===== src/rtl/car_flow_counter.sv =====
// Car sensor front end: synchronizer, debounce, one pulse per car, 4-digit BCD running total,
// and a per-window car count latched once every WINDOW_S one-second ticks.
module car_flow_counter #(
    parameter int DEBOUNCE_CYCLES = 1_000_000,
    parameter int WINDOW_S        = 60,
    parameter int RATE_W          = 8
) (
    input  logic              clk,
    input  logic              rst,
    input  logic              clk_1s,
    input  logic              car_in,
    input  logic              clr,
    output logic              car_pulse,
    output logic [15:0]       total_bcd,
    output logic [7:0]        sec_cnt,
    output logic [RATE_W-1:0] rate,
    output logic              rate_valid
);

    // state | meaning
    // COUNT | accumulating cars and ticks for the current window
    // CLOSE | one cycle: publish win_cnt as rate, start the next window
    typedef enum logic {
        COUNT,
        CLOSE
    } state_t;

    localparam int                DB_W     = $clog2(DEBOUNCE_CYCLES);
    localparam logic [DB_W-1:0]   DB_LAST  = DB_W'(DEBOUNCE_CYCLES - 1);
    localparam logic [7:0]        SEC_LAST = 8'(WINDOW_S - 1);
    localparam logic [RATE_W-1:0] WIN_MAX  = '1;

    state_t            state;
    state_t            state_nxt;
    logic              s1;
    logic              s2;
    logic              car_db;
    logic [DB_W-1:0]   db_cnt;
    logic [RATE_W-1:0] win_cnt;

    function automatic logic [15:0] bcd_inc(input logic [15:0] v);
        logic [15:0] r;
        logic        carry;
        r     = v;
        carry = 1'b1;
        for (int i = 0; i < 4; i++) begin
            if (carry) begin
                if (v[4*i +: 4] == 4'd9) begin
                    r[4*i +: 4] = 4'd0;
                end else begin
                    r[4*i +: 4] = v[4*i +: 4] + 4'd1;
                    carry       = 1'b0;
                end
            end
        end
        return r;
    endfunction

    // Only s2 is used downstream; car_in is asynchronous to clk.
    always_ff @(posedge clk) begin
        if (rst) begin
            s1        <= 1'b0;
            s2        <= 1'b0;
            car_db    <= 1'b0;
            db_cnt    <= '0;
            car_pulse <= 1'b0;
        end else begin
            s1        <= car_in;
            s2        <= s1;
            car_pulse <= 1'b0;
            if (s2 == car_db) begin
                db_cnt <= '0;
            end else if (db_cnt == DB_LAST) begin
                car_db    <= s2;
                db_cnt    <= '0;
                car_pulse <= s2;
            end else begin
                db_cnt <= db_cnt + DB_W'(1);
            end
        end
    end

    always_ff @(posedge clk) begin
        if (rst) begin
            total_bcd <= 16'h0000;
        end else if (clr) begin
            total_bcd <= 16'h0000;
        end else if (car_pulse) begin
            total_bcd <= bcd_inc(total_bcd);
        end
    end

    always_ff @(posedge clk) begin
        if (rst) begin
            state <= COUNT;
        end else begin
            state <= state_nxt;
        end
    end

    always_comb begin
        state_nxt = state;
        case (state)
            COUNT:   if (clk_1s && sec_cnt == SEC_LAST) state_nxt = CLOSE;
            CLOSE:   state_nxt = COUNT;
            default: state_nxt = COUNT;
        endcase
    end

    // A car arriving during CLOSE seeds the new window's count.
    always_ff @(posedge clk) begin
        if (rst) begin
            sec_cnt    <= 8'd0;
            win_cnt    <= '0;
            rate       <= '0;
            rate_valid <= 1'b0;
        end else begin
            rate_valid <= 1'b0;
            case (state)
                COUNT: begin
                    if (car_pulse && win_cnt != WIN_MAX) begin
                        win_cnt <= win_cnt + RATE_W'(1);
                    end
                    if (clk_1s && sec_cnt != SEC_LAST) begin
                        sec_cnt <= sec_cnt + 8'd1;
                    end
                end
                CLOSE: begin
                    rate       <= win_cnt;
                    rate_valid <= 1'b1;
                    win_cnt    <= {{(RATE_W-1){1'b0}}, car_pulse};
                    sec_cnt    <= 8'd0;
                end
                default: ;
            endcase
        end
    end

endmodule


===== config.mk =====
export PLATFORM = sky130hd
export DESIGN_NAME = car_flow_counter
export DESIGN_NICKNAME = d
export VERILOG_FILES = /design/src/rtl/car_flow_counter.sv
export SDC_FILE = /design/constraint.sdc
export NUM_CORES = 1
export LEC_CHECK = 0
export BUFFER_PORTS_ARGS = -buffer_cell sky130_fd_sc_hd__buf_2
export CORE_UTILIZATION = 54
export CTS_BUF_LIST = sky130_fd_sc_hd__clkbuf_8
export DETAILED_ROUTE_END_ITERATION = 10
export PLACE_DENSITY_LB_ADDON = 0.12
export SYNTH_ARGS = -nofsm -noshare
export SYNTH_HDL_FRONTEND = slang
export SYNTH_SLANG_ARGS = --single-unit

===== constraint.sdc =====
create_clock -name clk -period 1.65 [get_ports clk]
set_input_delay 0.0825 -clock clk [delete_from_list [all_inputs] [get_ports clk]]
set_output_delay 0.0825 -clock clk [all_outputs]
set_load 0.05 [all_outputs]

# Word-level counts from Yosys, hierarchy flattened
# Index checks and enable logic that the tools add are counted.
classes:
  muxes: 25
  bitwise: 3
  n_eq_ne: 11
  reduce_logical: 10
  add_sub_neg: 7
op_table:
  columns: ["op", "count"]
  rows:
  - ["case mux 8 bit (2 select lines)", 2]
  - ["adder 20 x 1 -> 20 bit (second input constant)", 1]
  - ["equality test 20 bit (second input constant)", 1]
  - ["adder 4 x 1 -> 4 bit (second input constant)", 4]
  - ["adder 8 x 1 -> 8 bit (second input constant)", 2]
  - ["equality test 4 bit (second input constant)", 4]
  - ["two-way mux 1 bit", 16]
  - ["two-way mux 4 bit", 4]
  - ["two-way mux 8 bit", 2]
  - ["equality test 8 x 6 -> 1 bit (second input constant)", 1]
  - ["inequality test 8 x 6 -> 1 bit (second input constant)", 1]
  - ["inequality test 8 bit (second input constant)", 1]
  - ["AND reduction 2 bit", 4]
  - ["OR reduction 3 bit", 2]
  - ["inequality test 2 bit (second input constant)", 2]
  - ["logical AND 1 bit", 3]
  - ["inverter 1 bit", 3]
  - ["case mux 1 bit (2 select lines)", 1]
  - ["OR reduction 2 bit", 1]
  - ["equality test 1 bit", 1]
word_totals:
  output_inout_bits: 34
  register_bits: 66
  input_bits: 5
  elab_cells: 70

# Logic depth before layout (Yosys ltp)
depth:
  word_depth: 14
  depth_mapped: 6
  depth_no_buf: 5

# Worst setup path before layout
# OpenSTA, ideal clock, no wires.
synth_timing:
  path_type: "flip-flop to flip-flop"
  from: "reg sec_cnt[0]"
  to: "reg sec_cnt[1]"
  n_path_buf: 0
  path_slack_ns: -0.368
  setup_time_ns: 0.128
  arrival_time_ns: 1.891
  synth_period_minus_slack_ns: 2.018
  path_stages_with_launch: 6
  required_ns: 1.522
  path_cell_list: "dfxtp_1 > ha_1 > nand4_1 > o41ai_1 > mux2i_1 > nor2_1"
synth_between:
  elab_chain_cells: 3
  elab_cells_between_ends: 6
  cone_classes: "add/sub: 1; eq/ne: 2; mux: 2; reduce/logical: 1"
synth_rtl:
  columns: ["item", "line_no", "text"]
  rows:
  - ["start, declared", "15", "output logic [7:0] sec_cnt,"]
  - ["start signal, assigned", "125", "sec_cnt <= sec_cnt + 8'd1;"]
  - ["adder 8 x 1 -> 8 bit / inequality test 8 x 6 -> 1 bit (equally long branches)", "125, 124", null]
  - ["two-way mux 8 bit / logical AND 1 bit (equally long branches)", "124", "if (clk_1s && sec_cnt != SEC_LAST) begin"]
  - ["case mux 8 bit (2 select lines) / inequality test 2 bit (equally long branches)", null, null]
# Several ways; a longest one is shown, not always the timed one. The select of a mux whose other input is x is not followed.
# A chain may end at the register's enable or synchronous reset.

# Worst setup path in the final report
layout_timing:
  from: "reg total_bcd[2]"
  to: "reg total_bcd[14]"
layout_between:
  elab_chain_cells: 14
layout_rtl:
  columns: ["item", "line_no", "text"]
  rows:
  - ["start, declared", "14", "output logic [15:0] total_bcd,"]
  - ["start signal, assigned", "89", "total_bcd <= bcd_inc(total_bcd);"]
  - ["equality test 4 bit", "48", "if (v[4*i +: 4] == 4'd9) begin"]
  - ["two-way mux 1 bit", "48", null]
  - ["two-way mux 1 bit", "88", "end else if (car_pulse) begin"]
  - ["two-way mux 1 bit", "86", "end else if (clr) begin"]
  - ["two-way mux 1 bit", "84", "if (rst) begin"]
  - ["two-way mux 1 bit", "47", "if (carry) begin"]
  - ["two-way mux 1 bit", "88", null]
  - ["two-way mux 1 bit", "86", null]
  - ["two-way mux 1 bit", "84", null]
  - ["two-way mux 1 bit", "47", null]
  - ["two-way mux 1 bit", "88", null]
  - ["two-way mux 1 bit", "86", null]
  - ["two-way mux 1 bit", "84", null]
  - ["AND reduction 2 bit (no line)", null, null]
# No other way between the ends. The select of a mux whose other input is x is not followed.

==> results.md <==
Status:
- The run finished with clean final reports.

Yosys:
- The Yosys step of the flow raised 0 warnings.
- The number of nets in the synthesized netlist is 341.
- The register bit count reported by yosys is 66.
- Yosys mapped the design onto 38 distinct sky130hd cell types.
- The gate count of the mapped netlist is 333.
- The area of the mapped netlist is 2950 µm².
- The average cell area after synthesis is 8.84 µm².
- The sequential-to-total area share from yosys stat is 44.9%.

Clock network:
- The CTS root buffer is sky130_fd_sc_hd__clkbuf_8.
- At the later pin of the worst-skew pair, clock insertion delay measures 0.34 ns.
- The CTS tree is built.
- The clock-pin transition on the worst setup and hold timing paths is 0.07 ns.
- The clock sink total is 66.
- The total CTS buffers is 9.
- In this run the deepest clock path goes through 2 buffers.
- The H-tree depth reported by CTS is 3.

Drt:
- The number of iterations in the first detailed-routing pass is 5.
- In the final routed layout, each cell accounts on average for 13.1 µm.
- The total number of vias is 2,558.
- The average via count per standard cell is 5.44.
- The remaining antenna violation count is 0.
- The DRC violation count after routing is 0.
- After the first detailed-routing iteration, the DRC count stood at 99.
- Summed over all layers, the routed wires come to 6140 µm.

STA:
- The final period utilization is 98.7%.
- The total of endpoints with negative setup slack in the final report is 0.
- The number of failing hold endpoints at the final stage is 0.
- Across all hold checks on the routed design, the worst slack comes to 0.0597 ns.
- The headroom to the max-slew limit is 69.7%.
- The post-layout minimum cycle time is 1.63 ns.
- The total count of max-transition violations in the final report is 0.
- At the pin with the least slew margin, the transition time is 0.450 ns.
- Timing would allow up to 0.614 GHz.
- Across the routed clock network, the largest skew measured is 0.00857 ns.
- Setup repair after global routing could not meet its margin everywhere.

Pwr:
- The worst-case IR drop observed on VDD is 0.000616 V.
- The power density over the cells is 887 nW/µm².
- Summing internal, switching and leakage power gives 3330 µW.
- Summed over all cells, the static leakage comes to 0.00138 µW.

Setup path:
- The number of buffers and inverters on the critical path is 0.
- STA classifies the critical path endpoint as a flop.
- The arrival time of the worst setup path is 1.90 ns.
- Along the worst path, the maximum fanout reaches 5.
- For the worst setup path, the data required time is 1.93 ns.
- The classification of the worst setup path is flop to flop.
- The cell class contributing the biggest share of worst-path delay is simple AND/OR/NAND/NOR gates.
- The startpoint type of the worst setup path is a flop.
- The critical path's largest stage delay is 0.57 ns.
- The signal on the critical path passes through nand4b_1 > or4_4 > or3_4 > a21oi_2.
- The slowest stage of the critical path is the sky130_fd_sc_hd__or4_4 cell.

Global route:
- The first-pass GRT wire length is 9510 µm.
- Global routing used 22.0% of the available tracks.
- Entering global routing, the biggest net connects 18 pins.
- The initial antenna violation count is 0.
- The via count of the first global-routing pass is 2,188.
- Summed over all layers, the global routing overflow is 0.

Final layout:
- The antenna diode count is 0.
- The finished layout holds 470 standard cells, fillers aside.
- The finished cells cover 3750 µm².
- In the final layout, the multi-input gates occupy 1590 µm².
- The sequential cells in the finished layout cover a total of 1390 µm².
- The number of fill cells in the layout is 387.
- The post-layout utilization of the core is 72.5%.
- Compared with the post-synthesis result, the final layout area differs by 27.4%.
- The layout net count is 403.
- Of the cells placed in the final design, the portion with a size suffix greater than 1 is 30.0%.

Floorplan:
- In this run the vertical extent of the chip is 75.9 µm.
- The area of the die is 5750 µm².
- After floorplanning, the core was sized to cover 5170 µm².
- The number of standard-cell rows in the floorplan is 26.
- The initial standard-cell utilization of the core is 56.9%.
- During I/O placement, the number of pins put on the boundary was 39.
- From left edge to right edge, the die measures 75.9 µm.

Placed design:
- The half-perimeter wire length after placement is 4200 µm.
- The placement-stage cell area is 3420 µm².
- The weighted congestion at the end of routability-driven global placement is 0.816.
- The number of cells in the design after placement is 452.
- In this run the tool buffered the top-level ports with 38 buffer cells.

Hold path:
- The class of the worst hold path is primary input to flop.

Job:
- The max-cap violation count is 0.
final timing paths:
kind | from | end | slack [ns] | cells after the start
worst max-delay path | total_bcd[2] | total_bcd[14] | 0.02 | 4
worst min-delay path | clk_1s | state | 0.06 | 3
worst max register to register | total_bcd[2] | total_bcd[14] | 0.02 | 4
worst min register to register | s2 | car_pulse | 0.47 | 2
metal layers:
layer  up-vias  wire length [µm]  track usage (%)
met1      1192              2970             28.7
met3         7               227             6.48
met2        45              2860             34.0
met4         0                78             8.85
met5         -                 0                0
li1       1314                 -                -
stage by stage:
stage                     setup WS (ns)  setup TNS [ns]
after CTS                       0.00756               0
after detailed placement        -0.0437          -0.126
final                            0.0220               0
after floorplan                -0.00336        -0.00476
after global routing            -0.0267         -0.0597
after global placement           0.0170               0
cells by family after synthesis:
kind of cell / count (synthesis) / synth area share (%)
AOI/OAI and AO/OA: 40 / 7.77
adders and majority gates: 3 / 1.27
DFF: 66 / 44.9
xor gates and xnor gates: 29 / 8.62
muxes: 14 / 4.76
buffers and inverters: 24 / 3.14
and+or+nand+nor: 157 / 29.6
flip-flops by register name (all words and copies together), names as in the netlist:
name	flops
db_cnt	20
s1	1
rate	8
car_pulse	1
win_cnt	8
rate_valid	1
state	1
s2	1
car_db	1
total_bcd	16
sec_cnt	8
report_power, final:
part	total, µW	internal [µW]	leakage (µW)	switching [µW]
clock	1660	1080	0.000129	584
combinational	79.3	23.8	0.000701	55.5
sequential	1580	1570	0.000548	10.6
total	3330	2680	0.00138	650
worst min-delay path, delay by kind of cell:
| family | cells | cell delay (ns) |
|---|---|---|
| buffers and inverters | 2 | 0.21 |
| AND/OR/NAND/NOR | 1 | 0.06 |
cell usage in the layout, fill, tap and decap left out, types with 4 or more instances in the layout:
| master | n |
|---|---|
| sky130_fd_sc_hd__nor3_1 | 14 |
| sky130_fd_sc_hd__a21oi_1 | 16 |
| sky130_fd_sc_hd__nand2_1 | 13 |
| sky130_fd_sc_hd__nand4_1 | 10 |
| sky130_fd_sc_hd__dfxtp_4 | 17 |
| sky130_fd_sc_hd__buf_2 | 38 |
| sky130_fd_sc_hd__nor2_1 | 47 |
| sky130_fd_sc_hd__nor2b_1 | 10 |
| sky130_fd_sc_hd__inv_1 | 10 |
| sky130_fd_sc_hd__nor4_1 | 8 |
| sky130_fd_sc_hd__clkbuf_8 | 11 |
| sky130_fd_sc_hd__xor2_1 | 11 |
| sky130_fd_sc_hd__buf_4 | 25 |
| sky130_fd_sc_hd__nor3b_1 | 4 |
| sky130_fd_sc_hd__dfxtp_1 | 44 |
| sky130_fd_sc_hd__o21ai_0 | 11 |
| sky130_fd_sc_hd__nand3_1 | 16 |
| sky130_fd_sc_hd__or3_1 | 4 |
| sky130_fd_sc_hd__mux2i_1 | 14 |
| sky130_fd_sc_hd__and3_1 | 5 |
| sky130_fd_sc_hd__dfxtp_2 | 5 |
| sky130_fd_sc_hd__xnor2_1 | 18 |
Yosys cell counts, drive strengths merged:
master,instances,area share [%]
and2,1,0.21
xnor2,18,5.4
nand2,13,1.7
inv,10,1.3
or3b,2,0.59
nor3,14,2.4
a31oi,3,0.64
or4b,2,0.68
nor2,47,6.0
nand2b,1,0.21
nand3,16,2.7
ha,3,1.3
a21oi,18,3.1
and3,5,1.1
xor2,11,3.3
nand4bb,3,1.1
or3,6,1.3
or2,3,0.64
nor4b,3,0.89
mux2i,14,4.8
o41ai,3,0.89
o31ai,1,0.25
dfxtp,66,45
or4,2,0.64
nand4b,3,0.89
o21ai,12,2.2
a21boi,1,0.25
a211oi,2,0.51
buf,2,0.34
and4,3,0.89
nor2b,10,2.1
nor4,8,1.7
nand4,11,2.8
clkbuf,12,1.5
nor3b,4,1.0
what timing repair did:
action / 4_1_cts / 5_1_grt
pin swaps: 2 / 3
buffers inserted: 0 / 1
resized for setup: 5 / 13
endpoints found under the hold margin: 1 / 0
endpoints found under the setup margin: 16 / 23
hold buffers: 1 / 0
layout make-up:
cell class / instances / area share, %
clock buffers: 11 / 4.03
well taps: 70 / 2.33
repair buffers: 65 / 10.6
clock inverters: 5 / 2.67
flip-flops and latches: 66 / 37.1
inverters: 10 / 1.00
multi-input cells: 243 / 42.2
Note: power is estimated with default switching activity, not from simulation.
